--- src/rtl/bank_isu_arbiter.sv ---
// bank_isu_arbiter: picks one of linefill, write-back or four round-robin channels and issues it to the SRAM controller.
// Channels get a starvation escape after STARVE_LIMIT back-to-back linefill/write-back grants.
module bank_isu_arbiter #(
    parameter int STARVE_LIMIT = 4
) (
    input  logic         clk_i,
    input  logic         rst_ni,
    input  logic [3:0]   ch_valid_i,
    output logic [3:0]   ch_ready_o,
    input  logic [3:0]   ch_is_read_i,
    input  logic [27:0]  ch_set_way_offset_i,
    input  logic [31:0]  ch_wbuffer_id_i,
    input  logic [11:0]  ch_rob_num_i,
    input  logic         lf_valid_i,
    output logic         lf_ready_o,
    input  logic [1:0]   lf_channel_id_i,
    input  logic [2:0]   lf_rob_num_i,
    input  logic [6:0]   lf_set_way_offset_i,
    input  logic [1:0]   lf_dirty_offset0_i,
    input  logic [1:0]   lf_dirty_offset1_i,
    input  logic [127:0] lf_data_offset0_i,
    input  logic [127:0] lf_data_offset1_i,
    input  logic         wb_valid_i,
    output logic         wb_ready_o,
    input  logic [6:0]   wb_set_way_offset_i,
    input  logic [1:0]   wb_dirty_offset0_i,
    input  logic [1:0]   wb_dirty_offset1_i,
    output logic         isu_sc_valid_o,
    input  logic         isu_sc_ready_i,
    output logic [1:0]   isu_sc_channel_id_o,
    output logic [2:0]   isu_sc_opcode_o,
    output logic [6:0]   isu_sc_set_way_offset_o,
    output logic [7:0]   isu_sc_wbuffer_id_o,
    output logic [2:0]   isu_sc_xbar_rob_num_o,
    output logic [1:0]   isu_sc_cacheline_dirty_offset0_o,
    output logic [1:0]   isu_sc_cacheline_dirty_offset1_o,
    output logic [127:0] isu_sc_linefill_data_offset0_o,
    output logic [127:0] isu_sc_linefill_data_offset1_o
);
    typedef enum logic {IDLE, BUSY} state_t;
    state_t     state;
    logic [1:0] rr_ptr, ch_sel;
    logic [2:0] starve_cnt, c_rob;
    logic [6:0] c_swo;
    logic [7:0] c_wbuf;
    logic       c_rd, grant, any_ch, starved, lf_win, wb_win, ch_win, win;
    // Readies stay low while reset is held so nothing is consumed and dropped
    assign grant   = rst_ni && (state == IDLE || isu_sc_ready_i);
    assign any_ch  = |ch_valid_i;
    assign starved = any_ch && starve_cnt == 3'(STARVE_LIMIT);
    assign lf_win  = grant && lf_valid_i && !starved;
    assign wb_win  = grant && wb_valid_i && !lf_valid_i && !starved;
    assign ch_win  = grant && any_ch && (starved || !(lf_valid_i || wb_valid_i));
    assign win     = lf_win || wb_win || ch_win;
    assign isu_sc_valid_o = state == BUSY;
    assign lf_ready_o = lf_win;
    assign wb_ready_o = wb_win;
    assign ch_ready_o = ch_win ? 4'b0001 << ch_sel : 4'b0000;
    // Scan downward so the closest valid channel at or after rr_ptr is written last
    always_comb begin
        ch_sel = rr_ptr;
        c_swo  = '0;
        c_wbuf = '0;
        c_rob  = '0;
        c_rd   = 1'b0;
        for (int i = 3; i >= 0; i--)
            if (ch_valid_i[rr_ptr + 2'(i)]) ch_sel = rr_ptr + 2'(i);
        for (int i = 0; i < 4; i++)
            if (ch_sel == 2'(i)) begin
                c_swo  = ch_set_way_offset_i[7*i +: 7];
                c_wbuf = ch_wbuffer_id_i[8*i +: 8];
                c_rob  = ch_rob_num_i[3*i +: 3];
                c_rd   = ch_is_read_i[i];
            end
    end
    always_ff @(posedge clk_i or negedge rst_ni) begin
        if (!rst_ni) begin
            state                            <= IDLE;
            rr_ptr                           <= '0;
            starve_cnt                       <= '0;
            isu_sc_channel_id_o              <= '0;
            isu_sc_opcode_o                  <= '0;
            isu_sc_set_way_offset_o          <= '0;
            isu_sc_wbuffer_id_o              <= '0;
            isu_sc_xbar_rob_num_o            <= '0;
            isu_sc_cacheline_dirty_offset0_o <= '0;
            isu_sc_cacheline_dirty_offset1_o <= '0;
            isu_sc_linefill_data_offset0_o   <= '0;
            isu_sc_linefill_data_offset1_o   <= '0;
        end else begin
            if (grant) state <= win ? BUSY : IDLE;
            if (lf_win) begin
                isu_sc_channel_id_o              <= lf_channel_id_i;
                isu_sc_opcode_o                  <= 3'd2;
                isu_sc_set_way_offset_o          <= lf_set_way_offset_i;
                isu_sc_wbuffer_id_o              <= '0;
                isu_sc_xbar_rob_num_o            <= lf_rob_num_i;
                isu_sc_cacheline_dirty_offset0_o <= lf_dirty_offset0_i;
                isu_sc_cacheline_dirty_offset1_o <= lf_dirty_offset1_i;
                isu_sc_linefill_data_offset0_o   <= lf_data_offset0_i;
                isu_sc_linefill_data_offset1_o   <= lf_data_offset1_i;
            end
            if (wb_win) begin
                isu_sc_channel_id_o              <= '0;
                isu_sc_opcode_o                  <= 3'd3;
                isu_sc_set_way_offset_o          <= wb_set_way_offset_i;
                isu_sc_wbuffer_id_o              <= '0;
                isu_sc_xbar_rob_num_o            <= '0;
                isu_sc_cacheline_dirty_offset0_o <= wb_dirty_offset0_i;
                isu_sc_cacheline_dirty_offset1_o <= wb_dirty_offset1_i;
                isu_sc_linefill_data_offset0_o   <= '0;
                isu_sc_linefill_data_offset1_o   <= '0;
            end
            if (ch_win) begin
                isu_sc_channel_id_o              <= ch_sel;
                isu_sc_opcode_o                  <= {2'b00, c_rd};
                isu_sc_set_way_offset_o          <= c_swo;
                isu_sc_wbuffer_id_o              <= c_wbuf;
                isu_sc_xbar_rob_num_o            <= c_rob;
                isu_sc_cacheline_dirty_offset0_o <= '0;
                isu_sc_cacheline_dirty_offset1_o <= '0;
                isu_sc_linefill_data_offset0_o   <= '0;
                isu_sc_linefill_data_offset1_o   <= '0;
                rr_ptr                           <= ch_sel + 2'd1;
                starve_cnt                       <= '0;
            end else if ((lf_win || wb_win) && any_ch && starve_cnt != 3'(STARVE_LIMIT))
                starve_cnt <= starve_cnt + 3'd1;
        end
    end
endmodule
--- config.mk ---
export PLATFORM = sky130hd
export DESIGN_NAME = bank_isu_arbiter
export DESIGN_NICKNAME = d
export VERILOG_FILES = /design/src/rtl/bank_isu_arbiter.sv
export SDC_FILE = /design/constraint.sdc
export NUM_CORES = 1
export LEC_CHECK = 0
export ABC_AREA = 1
export BUFFER_PORTS_ARGS = -buffer_cell sky130_fd_sc_hd__buf_2
export CORE_AREA = 3 3 255 257
export CTS_CLUSTER_SIZE = 14
export DETAILED_ROUTE_END_ITERATION = 6
export DIE_AREA = 0 0 258 260
export PLACE_DENSITY_LB_ADDON = 0.15
export REMOVE_ABC_BUFFERS = 1
export SYNTH_ARGS = -nofsm -noshare
export SYNTH_HDL_FRONTEND = slang
export SYNTH_SLANG_ARGS = --single-unit
--- constraint.sdc ---
create_clock -name clk_i -period 3.2 [get_ports clk_i]
set_input_delay 0.48 -clock clk_i [delete_from_list [all_inputs] [get_ports clk_i]]
set_output_delay 0.48 -clock clk_i [all_outputs]
set_load 0.02 [all_outputs]
==> results.py <==
metrics = {
    "critical_path": {
        "crit_path_top_delay_cell": "dfrtp_2",
        "cp_cell_sequence": "buf_4 > nand2_1 > nand3_1 > nand2_1 > inv_1 > nand2_1 > nand2_1 > nand3_1 > nand2_2 > inv_1 > ha_4 > clkinvlp_4 > nor2_4 > buf_4",
        "slowest_delay_ps": 450,
        "setup.worst_path.start_class": "register",
        "reg2reg_from": "rr_ptr[0]",
        "cp_max_fo": 6,
        "path_common_cell": "nand2_1",
        "cp-end-kind": "primary output",
        "crit_arrival_ps": 2510,
        "critPathLaunch": "rr_ptr[0]",
        "critPathRequiredTime_ps": 2720,
        "critPathKind": "register to primary output",
    },
    "layout": {
        "regArea_mm2": 0.00721,
        "final_cell_mix": "buf_2, dfrtp_1, a22o_1",
        "layout-drive-gt1-share_pct": 48.2,
        "nets": 1966,
        "final_common_cell": "buf_2",
        "stdcell_area_mm2": 0.0170,
        "multi_input_area_mm2": 0.00365,
        "num-fill-cells": 6755,
        "areaGrowthSynthToFinish_pct": 49.1,
    },
    "grt": {
        "grt_pass1_vias": 10634,
        "antenna_found_initial": 11,
        "grt.total_usage_pct": 13.3,
        "grt_first_pass_wirelength_um": 68600,
        "grt.overflow.total": 0,
        "grt_max_degree": 152,
    },
    "timing": {
        "fin_ws_ps": 206,
        "slew_viol_final": 0,
        "relSlewSlack_pct": 31.2,
        "fin_skew_ps": 14.9,
        "min_period_ps": 2990,
        "timing.hold.ws_ps": 38.0,
        "finalSetupTns_ps": 0,
        "tightest_slew_ps": 1030,
        "setup_viol": 0,
        "max_freq_ghz": 0.334,
        "finalCritPeriodShare_pct": 93.6,
        "rsz0062_at_grt": "true",
        "hold_viol_final": 0,
    },
    "synth": {
        "synth-compound-area-share_pct": 24.8,
        "postSynthAreaPerCell_um2": 12.1,
        "synth-xor-area-share_pct": 0.0769,
        "synth_top_family_by_area": "compound AO/OA/AOI/OAI gates",
        "ys_ff_latch": 288,
        "netlist_area_mm2": 0.0114,
        "synthSimpleGateAreaFrac_pct": 6.15,
        "synth_cells": 943,
        "synthMuxAreaShare_pct": 0,
        "synth.distinct_cells": 30,
        "synthAdderAreaFrac_pct": 0.659,
        "seq_area_frac_synth_pct": 63.3,
        "yosys_warnings": 0,
    },
    "routing": {
        "via_per_inst": 4.13,
        "first_pass_iters": 4,
        "vias": 10190,
        "wirelength_um": 47000,
        "route.detailed.drc": 0,
        "drt_iter0_markers": 546,
        "ant_nets": 0,
        "wl_per_cell_um": 19.0,
    },
    "clocking": {
        "clk-insertion-delay-late_ps": 530,
        "cts_made_buffers": 37,
        "clock-root-buffer": "clkbuf_16",
        "cts_tree": "built",
        "cts_htree_levels": 2,
        "clk_pin_slew_ps": 60,
        "clock_path_buffers": 3,
        "cts_sinks": 288,
    },
    "die": {
        "row_count": 92,
        "dieArea_mm2": 0.0671,
        "die_w_um": 258,
        "fp.coreArea_mm2": 0.0630,
        "chipHeight_um": 260,
        "start_util_pct": 18.1,
        "io_pins": 658,
    },
    "flow_run": {
        "cap_violations": 0,
    },
    "power_and_ir_drop": {
        "p_per_area_mw_per_mm2": 1040,
        "p_leak_nw": 9.21,
        "ir_worst_vdd_uv": 930,
    },
    "place": {
        "finalWeightedCongestion": 0.888,
        "io_buffers": 656,
        "pre_cts_ws_ps": 374,
        "dp_hpwl_um": 35400,
        "place_area_mm2": 0.0156,
    },
    "outcome": {
        "status": "finished, final reports clean",
    },
    "hold_path": {
        "min_path_type": "input port to async pin",
    },
}
## stage by stage
step	utilization, %	std cells	total power, mW
after global routing	27.0	2469	18.8
after CTS	26.8	2461	17.8
after floorplan	-	866	10.1
after global placement	24.8	2395	13.4
after detailed placement	24.8	2395	13.3
final	27.0	2470	17.6
## critical path, delay by kind of cell, from the launching register on
kind                     cells  cell delay [ps]
adder cells (fa/ha/maj)      1              160
buffers and inverters        5              640
flip-flops                   1              450
AND/OR/NAND/NOR              8              730
## logic make-up after synthesis
group	count (synthesis)
AOI/OAI and AO/OA	362
DFF	288
and+or+nand+nor	170
buffers and inverters	115
adders and majority gates	6
xor gates and xnor gates	1
other	1
## registers in the layout, indices dropped and copies added, names as in the netlist
register	flops
isu_sc_linefill_data_offset0_o	128
isu_sc_linefill_data_offset1_o	128
isu_sc_wbuffer_id_o	8
isu_sc_set_way_offset_o	7
isu_sc_xbar_rob_num_o	3
starve_cnt	3
isu_sc_cacheline_dirty_offset0_o	2
isu_sc_cacheline_dirty_offset1_o	2
isu_sc_channel_id_o	2
isu_sc_opcode_o	2
rr_ptr	2
isu_sc_valid_o	1
## layout make-up
cell class,instances,share of cell area [%]
tap,846,6.23
clock inverter,10,0.626
clock buffer,55,6.69
antenna,6,0.0884
multi-input combinational,540,21.5
timing repair buffer,687,21.5
inverter,38,0.921
sequential,288,42.4
## timing repair
action,4_1_cts,5_1_grt
hold buffers,0,0
buffers inserted,1,3
endpoints found under the setup margin,2,4
resized for setup,5,17
pin swaps,0,1
gates cloned,0,0
## where the power goes
| part | switching, mW | internal [mW] | total [mW] |
|---|---|---|---|
| Sequential | 0.709 | 4.95 | 5.66 |
| Combinational | 4.92 | 2.84 | 7.75 |
| Clock | 1.62 | 2.61 | 4.23 |
## synth_stat cells, drive strengths merged
| library cell | count | area [um2] |
|---|---|---|
| nor3 | 1 | 5.00 |
| dfrtp | 288 | 7210 |
| ha | 6 | 75.1 |
| o211ai | 10 | 75.1 |
| nand3 | 12 | 60.1 |
| buf | 56 | 350 |
| a22o | 254 | 2220 |
| clkbuf | 21 | 78.8 |
| xnor2 | 1 | 8.76 |
| o21ai | 64 | 324 |
| nor2 | 19 | 97.6 |
| or2 | 4 | 25.0 |
| nand2 | 133 | 507 |
| inv | 38 | 143 |
| a21oi | 25 | 129 |
| nand4 | 1 | 6.26 |
| o31ai | 1 | 7.51 |
| a22oi | 8 | 60.1 |
| conb | 1 | 3.75 |
## worst paths after layout
check / end / slack, ps / cells past startpoint
max: ch_ready_o[2] / 210 / 14
min: isu_sc_linefill_data_offset1_o[21] / 40 / 2
max reg2reg: isu_sc_set_way_offset_o[5] / 620 / 19
min reg2reg: isu_sc_set_way_offset_o[2] / 480 / 2
max in group asynchronous: isu_sc_linefill_data_offset0_o[2] / 1830 / 3
min in group clk_i: isu_sc_linefill_data_offset0_o[52] / 170 / 2
## metal layers
layer  share of wire (%)  global-route usage (%)  vias to the layer above
met5                0.12                       0                        -
met4                 2.0                    3.73                       10
met3                 9.0                    4.72                       67
met2                  51                    23.7                      454
met1                  38                    14.9                     4932
li1                    -                       -                     4727
Note: power is estimated with default switching activity, not from simulation.
